$ cat src/rtl/instr_sequencer.sv
// ============================================================================
// Module   : instr_sequencer
// Brief    : Program store + PC + FSM that feeds a processor's DIN/run/done
//            interface. Optional watchdog enabled by macro SEQ_TIMEOUT_EN.
// Revision : 1.0 - initial release
// ============================================================================
`default_nettype none

module instr_sequencer #(
  parameter int DATA_W  = 9,
  parameter int ADDR_W  = 5,
  parameter int TIMEOUT = 16
) (
  input  logic              clock,
  input  logic              reset,
  input  logic              start,
  input  logic              load_we,
  input  logic [ADDR_W-1:0] load_addr,
  input  logic [DATA_W-1:0] load_data,
  input  logic              done,
  output logic              run,
  output logic [DATA_W-1:0] din,
  output logic [ADDR_W-1:0] pc,
  output logic              busy,
  output logic              halted,
  output logic [7:0]        instr_count,
  output logic              error
);

  localparam int         DEPTH   = 2 ** ADDR_W;
  localparam logic [2:0] OP_MVI  = 3'b100;
  localparam logic [2:0] OP_HALT = 3'b111;

  typedef enum logic [2:0] {
    S_IDLE  = 3'd0,
    S_FETCH = 3'd1,
    S_IMM   = 3'd2,
    S_EXEC  = 3'd3,
    S_HALT  = 3'd4
  } state_e;

  generate
    if (TIMEOUT < 1) begin : g_bad_timeout
      $error("instr_sequencer: TIMEOUT must be at least 1");
    end
  endgenerate

  state_e              state_q, state_d;
  logic [ADDR_W-1:0]   pc_q, pc_d;
  logic [7:0]          cnt_q, cnt_d;
  logic [DATA_W-1:0]   mem_q [DEPTH];
  logic [DATA_W-1:0]   w_word;
  logic [2:0]          w_op;
  logic                w_timeout_hit;

  assign busy = (state_q == S_FETCH) || (state_q == S_IMM) || (state_q == S_EXEC);

  // Store is write-blocked while a program is running; contents survive reset.
  always_ff @(posedge clock) begin
    if (!reset && load_we && !busy) begin
      mem_q[load_addr] <= load_data;
    end
  end

  assign w_word = mem_q[pc_q];
  assign w_op   = w_word[DATA_W-1 -: 3];

`ifdef SEQ_TIMEOUT_EN
  localparam int WD_W = $clog2(TIMEOUT + 1);

  logic [WD_W-1:0] wd_q;
  logic            err_q;
  logic            w_restart;

  assign w_restart     = start && ((state_q == S_IDLE) || (state_q == S_HALT));
  assign w_timeout_hit = (state_q == S_EXEC) && !done && (wd_q == WD_W'(TIMEOUT - 1));

  // Counter sits at zero outside EXEC, so it is clear on every entry.
  always_ff @(posedge clock) begin
    if (reset) begin
      wd_q  <= '0;
      err_q <= 1'b0;
    end else begin
      if (state_q != S_EXEC) begin
        wd_q <= '0;
      end else if (!done) begin
        wd_q <= wd_q + 1'b1;
      end
      if (w_restart) begin
        err_q <= 1'b0;
      end else if (w_timeout_hit) begin
        err_q <= 1'b1;
      end
    end
  end

  assign error = err_q;
`else
  assign w_timeout_hit = 1'b0;
  assign error         = 1'b0;
`endif

  always_ff @(posedge clock) begin
    if (reset) begin
      state_q <= S_IDLE;
      pc_q    <= '0;
      cnt_q   <= '0;
    end else begin
      state_q <= state_d;
      pc_q    <= pc_d;
      cnt_q   <= cnt_d;
    end
  end

  always_comb begin
    state_d = state_q;
    pc_d    = pc_q;
    cnt_d   = cnt_q;
    run     = 1'b0;
    din     = '0;
    halted  = 1'b0;
    unique case (state_q)
      S_IDLE: begin
        if (start) begin
          pc_d    = '0;
          cnt_d   = '0;
          state_d = S_FETCH;
        end
      end
      S_FETCH: begin
        din = w_word;
        // The sentinel is shown on din but never handed over with run.
        if (w_op == OP_HALT) begin
          state_d = S_HALT;
        end else begin
          run     = 1'b1;
          pc_d    = pc_q + 1'b1;
          state_d = (w_op == OP_MVI) ? S_IMM : S_EXEC;
        end
      end
      S_IMM: begin
        din     = w_word;
        run     = 1'b1;
        pc_d    = pc_q + 1'b1;
        state_d = S_EXEC;
      end
      S_EXEC: begin
        run = 1'b1;
        if (done) begin
          cnt_d   = (cnt_q == 8'hFF) ? cnt_q : cnt_q + 8'd1;
          state_d = S_FETCH;
        end else if (w_timeout_hit) begin
          state_d = S_HALT;
        end
      end
      S_HALT: begin
        halted = 1'b1;
        if (start) begin
          pc_d    = '0;
          cnt_d   = '0;
          state_d = S_FETCH;
        end
      end
      default: begin
        state_d = S_IDLE;
      end
    endcase
  end

  assign pc          = pc_q;
  assign instr_count = cnt_q;

endmodule

`default_nettype wire
$ cat config.mk
export PLATFORM = sky130hd
export DESIGN_NAME = instr_sequencer
export DESIGN_NICKNAME = d
export VERILOG_FILES = /design/src/rtl/instr_sequencer.sv
export SDC_FILE = /design/constraint.sdc
export NUM_CORES = 1
export LEC_CHECK = 0
export BUFFER_PORTS_ARGS = -buffer_cell sky130_fd_sc_hd__buf_2
export CAP_MARGIN = 15
export CORE_MARGIN = 1
export CORE_UTILIZATION = 23
export CTS_CLUSTER_DIAMETER = 80
export CTS_CLUSTER_SIZE = 12
export DETAILED_ROUTE_END_ITERATION = 16
export HOLD_SLACK_MARGIN = 0.1
export PLACE_DENSITY = 0.35
export SYNTH_ARGS = -nofsm -noshare
export SYNTH_HDL_FRONTEND = slang
export SYNTH_SLANG_ARGS = --single-unit
$ cat constraint.sdc
create_clock -name clock -period 4.9 [get_ports clock]
set_input_delay 1.47 -clock clock [delete_from_list [all_inputs] [get_ports clock]]
set_output_delay 1.47 -clock clock [all_outputs]
set_load 0.02 [all_outputs]
==> results_dict.tcl, run 1 <==
set metrics [dict create \
    status "completed" \
    critPathRequiredTime_ns 3.43 \
    comb_power_share_pct 12.4 \
    critPathArrivalTime_ns 3.17 \
    mostFrequentLayoutCell "edfxtp_1" \
    timing.hold.worst.class "reg -> reg" \
    detail_route.wl_per_cell_um 22.6 \
    finalWorstPathRequiredPeriod_ns 4.64 \
    fmax_ghz 0.216 \
    ys_seq_area_share_pct 74.4 \
    min_path_cells 1 \
    cts.sink_count 309 \
    rsz0062_at_grt "no" \
    die_y_um 232 \
    maximum_level_of_the_cts_h_tree 1 \
    main_combinational_cell_family_by_area_after_synthesis "multiplexers" \
    postCtsResizedCells 0 \
    remaining_drcs 0 \
    cts_root_buf "clkbuf_16" \
    clock-skew-final_ns 0.00677 \
    grt_usage_pct 11.8 \
    dp_worst_setup_slack_ns 0.793 \
    synth_cells 582 \
    synthMuxAreaShare_pct 17.9 \
    rd_place_congestion 0.742 \
    worstPathMaxFanout 14 \
    floorplan.rows 83 \
    mappedNetlistArea_mm2 0.0122 \
    pwr-share-clk_pct 35.9 \
    area_fraction_in_compound_gates_after_synthesis_pct 1.53 \
    pin_count 45 \
    cts_hold_buffers 0 \
    p_per_area_mw_per_mm2 399 \
    synthToLayoutAreaGrowth_pct 17.5 \
    power_frac_seq_pct 51.7 \
    post-place-cells 1324 \
    grt_antenna_before_repair 0 \
    grt_pass1_vias 6318 \
    synth-seq-cells 309 \
    drv_cap 0 \
    worstSetupEndpointType "primary output" \
    wire_length_of_the_first_global_routing_pass_um 45300 \
    synthSimpleGateAreaFrac_pct 3.75 \
    detailedRoute.firstIterationViolations 276 \
    hold_path_end "pc[4]" \
    number_of_routed_nets_with_antenna_violations 0 \
    synth_xor_xnor_area_share_pct 0.575 \
    layoutNonFillerInstCount 1378 \
    place.port_buffers 43 \
    fin_ws_ns 0.263 \
    final_net_count 697 \
    final_max_slew_viol_count 0 \
    drive_above_1_share_pct 31.1 \
    synth_adder_area_share_pct 0.205 \
    worstSetupStartpointType "register" \
    ys.warnings.count 0 \
    syn_nets 603 \
    route.vias.total 5928 \
    grt_start_max_net_pins 33 \
    fin_tns_setup_ns 0 \
    setup_violations 0 \
    power.net_switching_mw 1.38 \
    rr_worst_depth 7 \
    worst-r2r-setup-slack_ns 1.88 \
    worst_hold_startpoint "pc[4]" \
    synth_cell_type_count 43 \
    power_report.internal_total_mw 4.33 \
    layout.filler_cells 5110 \
    first_pass_iters 4 \
    tritoncts "done" \
    die_width_um 232 \
    vdd_ir_drop_max_v 0.000170 \
    post_drt_via_cell_ratio 4.30 \
    hpwlAfterDp_um 20200 \
    die_area_mm2 0.0539 \
    grt.overflow.total 0 \
    max-slew-margin-rel_pct 30.1 \
    clock_insertion_delay_worst_skew_ns 0.55 \
    static-leakage-power_nw 4.42 \
    cts_made_buffers 29 \
    setup.worst_path.class "reg -> out" \
    clkSlewWorstSetupHoldPaths_ns 0.06 \
    clockBufferDepth 3 \
    layout_worst_path_cycle_share_pct 94.6 \
    placeableCoreArea_mm2 0.0518 \
    hold_viol 0 \
    wl_um 31100 \
    start_util_pct 23.5 \
    most-common-layout-cells "288 x edfxtp_1, 85 x mux4_2, 55 x nor2_1" \
    post_cts_setup_repair_bufs 0 \
    p_sw_share_pct 24.2 \
    syn-mean-instance-area_um2 20.9 \
    tightestPinTransition_ns 1.05 \
    n_antenna_cell 0 \
]
==> cells by family (layout without fill, tap and decap cells) <==
family	after synthesis	after routing
flops	309	309
compound gates	25	25
mux	101	101
fa+ha+maj	2	2
other cells	1	1
buf+inv	36	152
simple gates	100	100
xor+xnor	8	8
==> per-stage QoR <==
stage                     util, %  hold slack (ns)  cell area, um2  total power, mW
after floorplan                 -            0.553           12200             3.49
after global placement       26.0            0.478           13500             3.73
after detailed placement     26.0            0.499           13500             3.73
after CTS                    27.6            0.507           14300             5.81
after global routing         27.6            0.545           14300             5.95
final                        27.6            0.512           14300             5.71
==> worst max-delay path: stages, from the launching register on <==
cell     delay [ns]
dfxtp_4        0.45
buf_4          0.28
mux4_2         0.52
mux4_2         0.52
mux2i_2        0.28
or3_1          0.18
a21oi_1        0.09
nor2_1         0.10
buf_2          0.17
==> synthesized netlist by cell type (all sizes together) <==
cell	instances	area, um2
mux4	90	2050
o211ai	3	22.5
o31ai	1	7.51
nor4b	1	8.76
and2	1	6.26
o21ai	4	20.0
clkbuf	14	52.6
ha	2	25.0
nor4bb	1	10.0
nand2	12	45.0
a21oi	4	20.0
and3	3	18.8
mux2i	10	129
nor2b	5	31.3
nor2	55	206
nor4	1	6.26
dfxtp	21	420
or2	1	6.26
nand2b	4	25.0
o41ai	7	68.8
buf	18	118
edfxtp	288	8650
and3b	1	8.76
a211oi	2	15.0
conb	1	3.75
inv	4	15.0
xor2	8	70.1
nand4	5	31.3
a22oi	2	15.0
mux2	1	11.3
o31a	1	8.76
nand3	6	30.0
or3	2	12.5
nor3	2	10.0
a22o	1	8.76
==> state kept, by name (all words and copies together), names as in the netlist, named ones only <==
register,flops
mem_q,288
instr_count,8
state_q,3
pc,5
==> worst max-delay path by stage <==
stage,to,slack (ns)
6_report,run,0.26
5_1_grt,run,0.08
4_1_cts,run,0.19
3_5_place_dp,run,0.79
3_3_place_gp,run,0.76
2_1_floorplan,din[0],0.85
==> layer usage <==
layer / vias to the layer above / track usage (%) / share of wire (%) / routed length (um)
met5: - / 0 / 0 / 0
met4: 0 / 2.84 / 1.8 / 572
met3: 41 / 1.94 / 4.1 / 1270
met2: 119 / 19.6 / 49 / 15300
met1: 3173 / 15.8 / 45 / 14000
li1: 2595 / - / - / -
==> area by class of cell <==
type / count / area, um2 / area share [%]
Timing Repair Buffer: 95 / 631 / 4.40
Clock inverter: 1 / 3.75 / 0.0262
Clock buffer: 52 / 812 / 5.67
Inverter: 4 / 15.0 / 0.105
Multi-Input combinational cell: 237 / 2930 / 20.4
Tap cell: 680 / 851 / 5.94
Sequential cell: 309 / 9080 / 63.4
==> power by group through the flow <==
stage               sequential, mW  combinational [mW]  clock (mW)
floorplan                     2.97               0.512           0
global placement              3.01               0.722           0
detailed placement            3.01               0.725           0
CTS                           2.95               0.727        2.13
global route                  2.96               0.774        2.22
finish                        2.95               0.707        2.05
Power figures use the tool's default switching activity.
==> run 2: changes to the inputs <==
Settings changed: CTS_BUF_LIST set to sky130_fd_sc_hd__clkbuf_8, PLACE_DENSITY 0.35 to 0.36.
Clock period 4.9 ns to 3.8 ns, I/O delays scaled along.
==> run 2 against run 1 <==
The flow now finishes with violations (setup timing). Flip-flop and latch count did not move. Utilization hardly changed. Critical path depth stayed put. Non-clock buffer count increased by 15. Register-to-register slack got worse by 1.2 ns. Power is 19% higher. Sequential share of layout area up 0.12 points. Global-route usage up 0.073 points. Setup slack got worse by 0.51 ns. Critical endpoint unchanged.
==> results_dict.tcl, run 2 (synthesis results as in run 1) <==
set metrics [dict create \
    status "complete, but fails checks" \
    failed_checks "setup timing" \
    detail_route.wl_per_cell_um 22.7 \
    timing.hold.worst.class "reg -> reg" \
    grt.overflow.total 0 \
    synthToLayoutAreaGrowth_pct 17.3 \
    setup.worst_path.end "run" \
    worstSetupEndpointType "primary output" \
    mostFrequentLayoutCell "edfxtp_1" \
    post-place-cells 1326 \
    rsz0062_at_grt "yes" \
    drive_above_1_share_pct 34.6 \
    worstSetupStartpointType "register" \
    n_antenna_cell 0 \
    final_net_count 712 \
    hold_viol 0 \
    tritoncts "done" \
    max-slew-margin-rel_pct 28.9 \
    dp_worst_setup_slack_ns 0.131 \
    final_core_utilization_pct 27.6 \
    wire_length_of_the_first_global_routing_pass_um 45600 \
    regMostFlops "mem_q" \
    clockBufferDepth 3 \
    fin_ws_ns -0.249 \
    p_per_area_mw_per_mm2 474 \
    most-common-layout-cells "288 x edfxtp_1, 87 x mux4_2, 55 x buf_4" \
    critPathArrivalTime_ns 2.91 \
    largest_register_ffs 288 \
    stdcell_area_mm2 0.0143 \
    route.vias.total 5954 \
    fin_tns_setup_ns -2.04 \
    floorplan.rows 83 \
    wl_um 31300 \
    fmax_ghz 0.247 \
    grt_start_max_net_pins 33 \
    grt_pass1_vias 6365 \
    layout_worst_path_cycle_share_pct 107 \
    worst-r2r-setup-slack_ns 0.73 \
    placed_area_mm2 0.0135 \
    die_y_um 232 \
    final_max_slew_viol_count 0 \
    layoutNonFillerInstCount 1380 \
    grt_usage_pct 11.8 \
    post_drt_via_cell_ratio 4.31 \
    tightestPinTransition_ns 1.06 \
    hpwlAfterDp_um 20700 \
    cts.sink_count 309 \
    worstPathMaxFanout 5 \
    die_width_um 232 \
    setup.worst_path.class "reg -> out" \
    die_area_mm2 0.0539 \
    cts_root_buf "clkbuf_8" \
    start_util_pct 23.5 \
    clkSlewWorstSetupHoldPaths_ns 0.09 \
    cts_hold_buffers 0 \
    rd_place_congestion 0.740 \
    detailedRoute.firstIterationViolations 392 \
    cts_made_buffers 29 \
    place.port_buffers 43 \
    critPathRequiredTime_ns 2.66 \
    vdd_ir_drop_max_v 0.000219 \
    placeableCoreArea_mm2 0.0518 \
    clock_insertion_delay_worst_skew_ns 0.64 \
    drv_cap 0 \
    remaining_drcs 0 \
    rr_worst_depth 10 \
    static-leakage-power_nw 4.43 \
    first_pass_iters 4 \
    number_of_routed_nets_with_antenna_violations 0 \
    power.total_mw 6.77 \
    hold_ws_ns 0.512 \
    maximum_level_of_the_cts_h_tree 1 \
    finalWorstPathRequiredPeriod_ns 4.05 \
    pin_count 45 \
    setup_violations 10 \
    clock-skew-final_ns 0.0422 \
    grt_antenna_before_repair 1 \
]
run 2: layer usage:
metal,track usage (%),share of wire [%]
met1,16.5,46
met2,19.3,48
met3,2.10,5.1
met4,2.34,1.7
met5,0,0
run 2: layout make-up:
type                            count  area (um2)
Timing Repair Buffer              110         932
Inverter                            4        15.0
Multi-Input combinational cell    237        2960
Sequential cell                   309        9080
Clock buffer                       30         413
Clock inverter                     10        45.0
Tap cell                          680         851
Fill cell                        5097       37500
run 2: how the worst min path moves through the flow:
| stage | from | end | slack, ns | depth (start not counted) |
|---|---|---|---|---|
| final | pc[4] | pc[4] | 0.51 | 1 |
| after global routing | pc[4] | pc[4] | 0.54 | 1 |
| after CTS | pc[4] | pc[4] | 0.52 | 1 |
| after detailed placement | pc[4] | pc[4] | 0.51 | 1 |
| after global placement | pc[4] | pc[4] | 0.48 | 1 |
| after floorplan | pc[3] | register | 0.55 | 1 |
run 2: timing repair:
item	in CTS	in global routing
gates resized for setup	21	10
pin swaps	3	2
setup endpoints to repair	10	10
gates cloned	3	0
buffers inserted	8	4
run 2: power breakdown:
part           switching [mW]  internal, mW
Sequential             0.0348          3.74
Combinational           0.579         0.585
Clock                    1.12         0.717
run 2: worst max-delay path, stage by stage, from the launching register on:
cell	delay, ns
dfxtp_4	0.43
buf_4	0.16
mux4_1	0.55
mux4_2	0.52
mux2i_4	0.17
or3_4	0.15
a21oi_2	0.05
nor2_1	0.11
buf_4	0.15
==> run 3: changes to the inputs <==
Settings changed: CORE_MARGIN 1 to 5, PLACE_DENSITY 0.36 to unset.
==> run 3 against run 2 <==
The flow still finishes with violations (setup timing). Sequential share of layout area rose by 0.61 points. First-iteration DRC count rose by 31%. Highest routed layer unchanged. Die area rose by 7.0%. Utilization fell by 0.65 points. Maximum frequency rose by 0.67%.
==> results_dict.tcl, run 3 (synthesis results as in run 1) <==
set metrics [dict create \
    layout_worst_path_cycle_share_pct 106 \
    start_util_pct 23.2 \
    place.port_buffers 43 \
    final_net_count 704 \
    clockBufferDepth 3 \
    max_stage_delay_ns 0.57 \
    number_of_routed_nets_with_antenna_violations 0 \
    critPathSlowestCell "mux4_2" \
    tightestPinTransition_ns 1.10 \
    fmax_ghz 0.249 \
    first_pass_iters 4 \
    cts.sink_count 309 \
    grt_pass1_vias 6138 \
    rsz0062_at_grt "yes" \
    clock-skew-final_ns 0.0138 \
    max-slew-margin-rel_pct 25.9 \
    post_drt_via_cell_ratio 4.35 \
    route.vias.total 6011 \
    grt_start_max_net_pins 33 \
    grt_usage_pct 9.09 \
    mostFrequentLayoutCell "edfxtp_1" \
    post-place-cells 1329 \
    rd_place_congestion 0.799 \
    p_per_area_mw_per_mm2 465 \
    failed_checks "setup timing" \
    layoutNonFillerInstCount 1381 \
    vdd_ir_drop_max_v 0.000240 \
    die_area_mm2 0.0577 \
    cp_common_cell "mux4_2" \
    grt_antenna_before_repair 1 \
    pin_count 45 \
    drive_above_1_share_pct 33.6 \
    grt.overflow.total 0 \
    static-leakage-power_nw 4.37 \
    final_max_slew_viol_count 0 \
    finalWorstPathRequiredPeriod_ns 4.02 \
    drv_cap 0 \
    regMostFlops "mem_q" \
    setup.worst_path.class "reg -> out" \
    tritoncts "done" \
    clock_insertion_delay_worst_skew_ns 0.59 \
    cts_root_buf "clkbuf_8" \
    detail_route.wl_per_cell_um 19.9 \
    hpwlAfterDp_um 17400 \
    die_width_um 240 \
    worstSetupStartpointType "register" \
    detailedRoute.firstIterationViolations 512 \
    timing.hold.worst.class "reg -> reg" \
    placeableCoreArea_mm2 0.0526 \
    n_antenna_cell 0 \
    critPathArrivalTime_ns 2.88 \
    power.total_mw 6.58 \
    maximum_level_of_the_cts_h_tree 1 \
    hold_viol 0 \
    hold_ws_ns 0.515 \
    cp_cell_sequence "buf_12, mux4_2, mux4_2, mux2i_4, or3_4, a21oi_2, nor2_1, buf_4" \
    fin_ws_ns -0.222 \
    wl_um 27500 \
    clkSlewWorstSetupHoldPaths_ns 0.09 \
    remaining_drcs 0 \
    worstSetupEndpointType "primary output" \
    die_y_um 240 \
    setup_violations 10 \
    largest_register_ffs 288 \
    cts_made_buffers 29 \
    worstPathMaxFanout 10 \
    fin_tns_setup_ns -1.05 \
    wire_length_of_the_first_global_routing_pass_um 39800 \
    status "complete, but fails checks" \
    critPathRequiredTime_ns 2.66 \
    cts_hold_buffers 0 \
    most-common-layout-cells "288 x edfxtp_1, 90 x mux4_2, 55 x nor2_1" \
    synthToLayoutAreaGrowth_pct 16.2 \
    floorplan.rows 84 \
]
run 3: cell type report:
type                       count  area [um2]
timing repair buffer         102         832
clock inverter                12        53.8
fill                        5250       38400
multi-input combinational    237        2920
clock buffer                  29         399
inverter                       4        15.0
sequential                   309        9080
tap                          688         861
run 3: report_power, final:
group	internal (mW)	switching [mW]
clock network	0.700	1.07
registers	3.74	0.0462
logic	0.504	0.524
total	4.95	1.64
run 3: final timing paths:
| check | slack, ns | from | end | depth (start not counted) |
|---|---|---|---|---|
| worst min-delay path | 0.51 | pc[4] | pc[4] | 1 |
| worst max-delay path | -0.22 | register | run | 8 |
| worst min register to register | 0.51 | pc[4] | pc[4] | 1 |
| worst max register to register | 0.77 | register | register | 8 |
run 3: what timing repair did:
item                       4_1_cts  5_1_grt
pin swaps                        0        0
setup endpoints to repair       10       10
cloned                           0        3
setup buffers                    6        2
gates resized for setup         13        2
run 3: routing by layer:
metal  vias up  track usage [%]  wire [um]
met5         -                0          0
met4         0             1.82        500
met3        33             2.02       1760
met2       164             14.2      12800
met1      3234             13.1      12500
li1       2580                -          -
run 3: stage by stage:
step | setup slack, ns | cell area, um2 | util, %
detailed placement | 0.243 | 13500 | 25.7
CTS | -0.261 | 14000 | 26.7
global route | -0.330 | 14200 | 26.9
floorplan | 0.0753 | 12200 | -
finish | -0.222 | 14200 | 26.9
global placement | 0.212 | 13500 | 25.7
run 3: critical path, delay by kind of cell (launching register included):
family,cells,cell delay (ns)
flip-flops,1,0.40
AO/OA/AOI/OAI,1,0.06
AND/OR/NAND/NOR,2,0.28
buffers and inverters,2,0.30
multiplexers,3,1.24
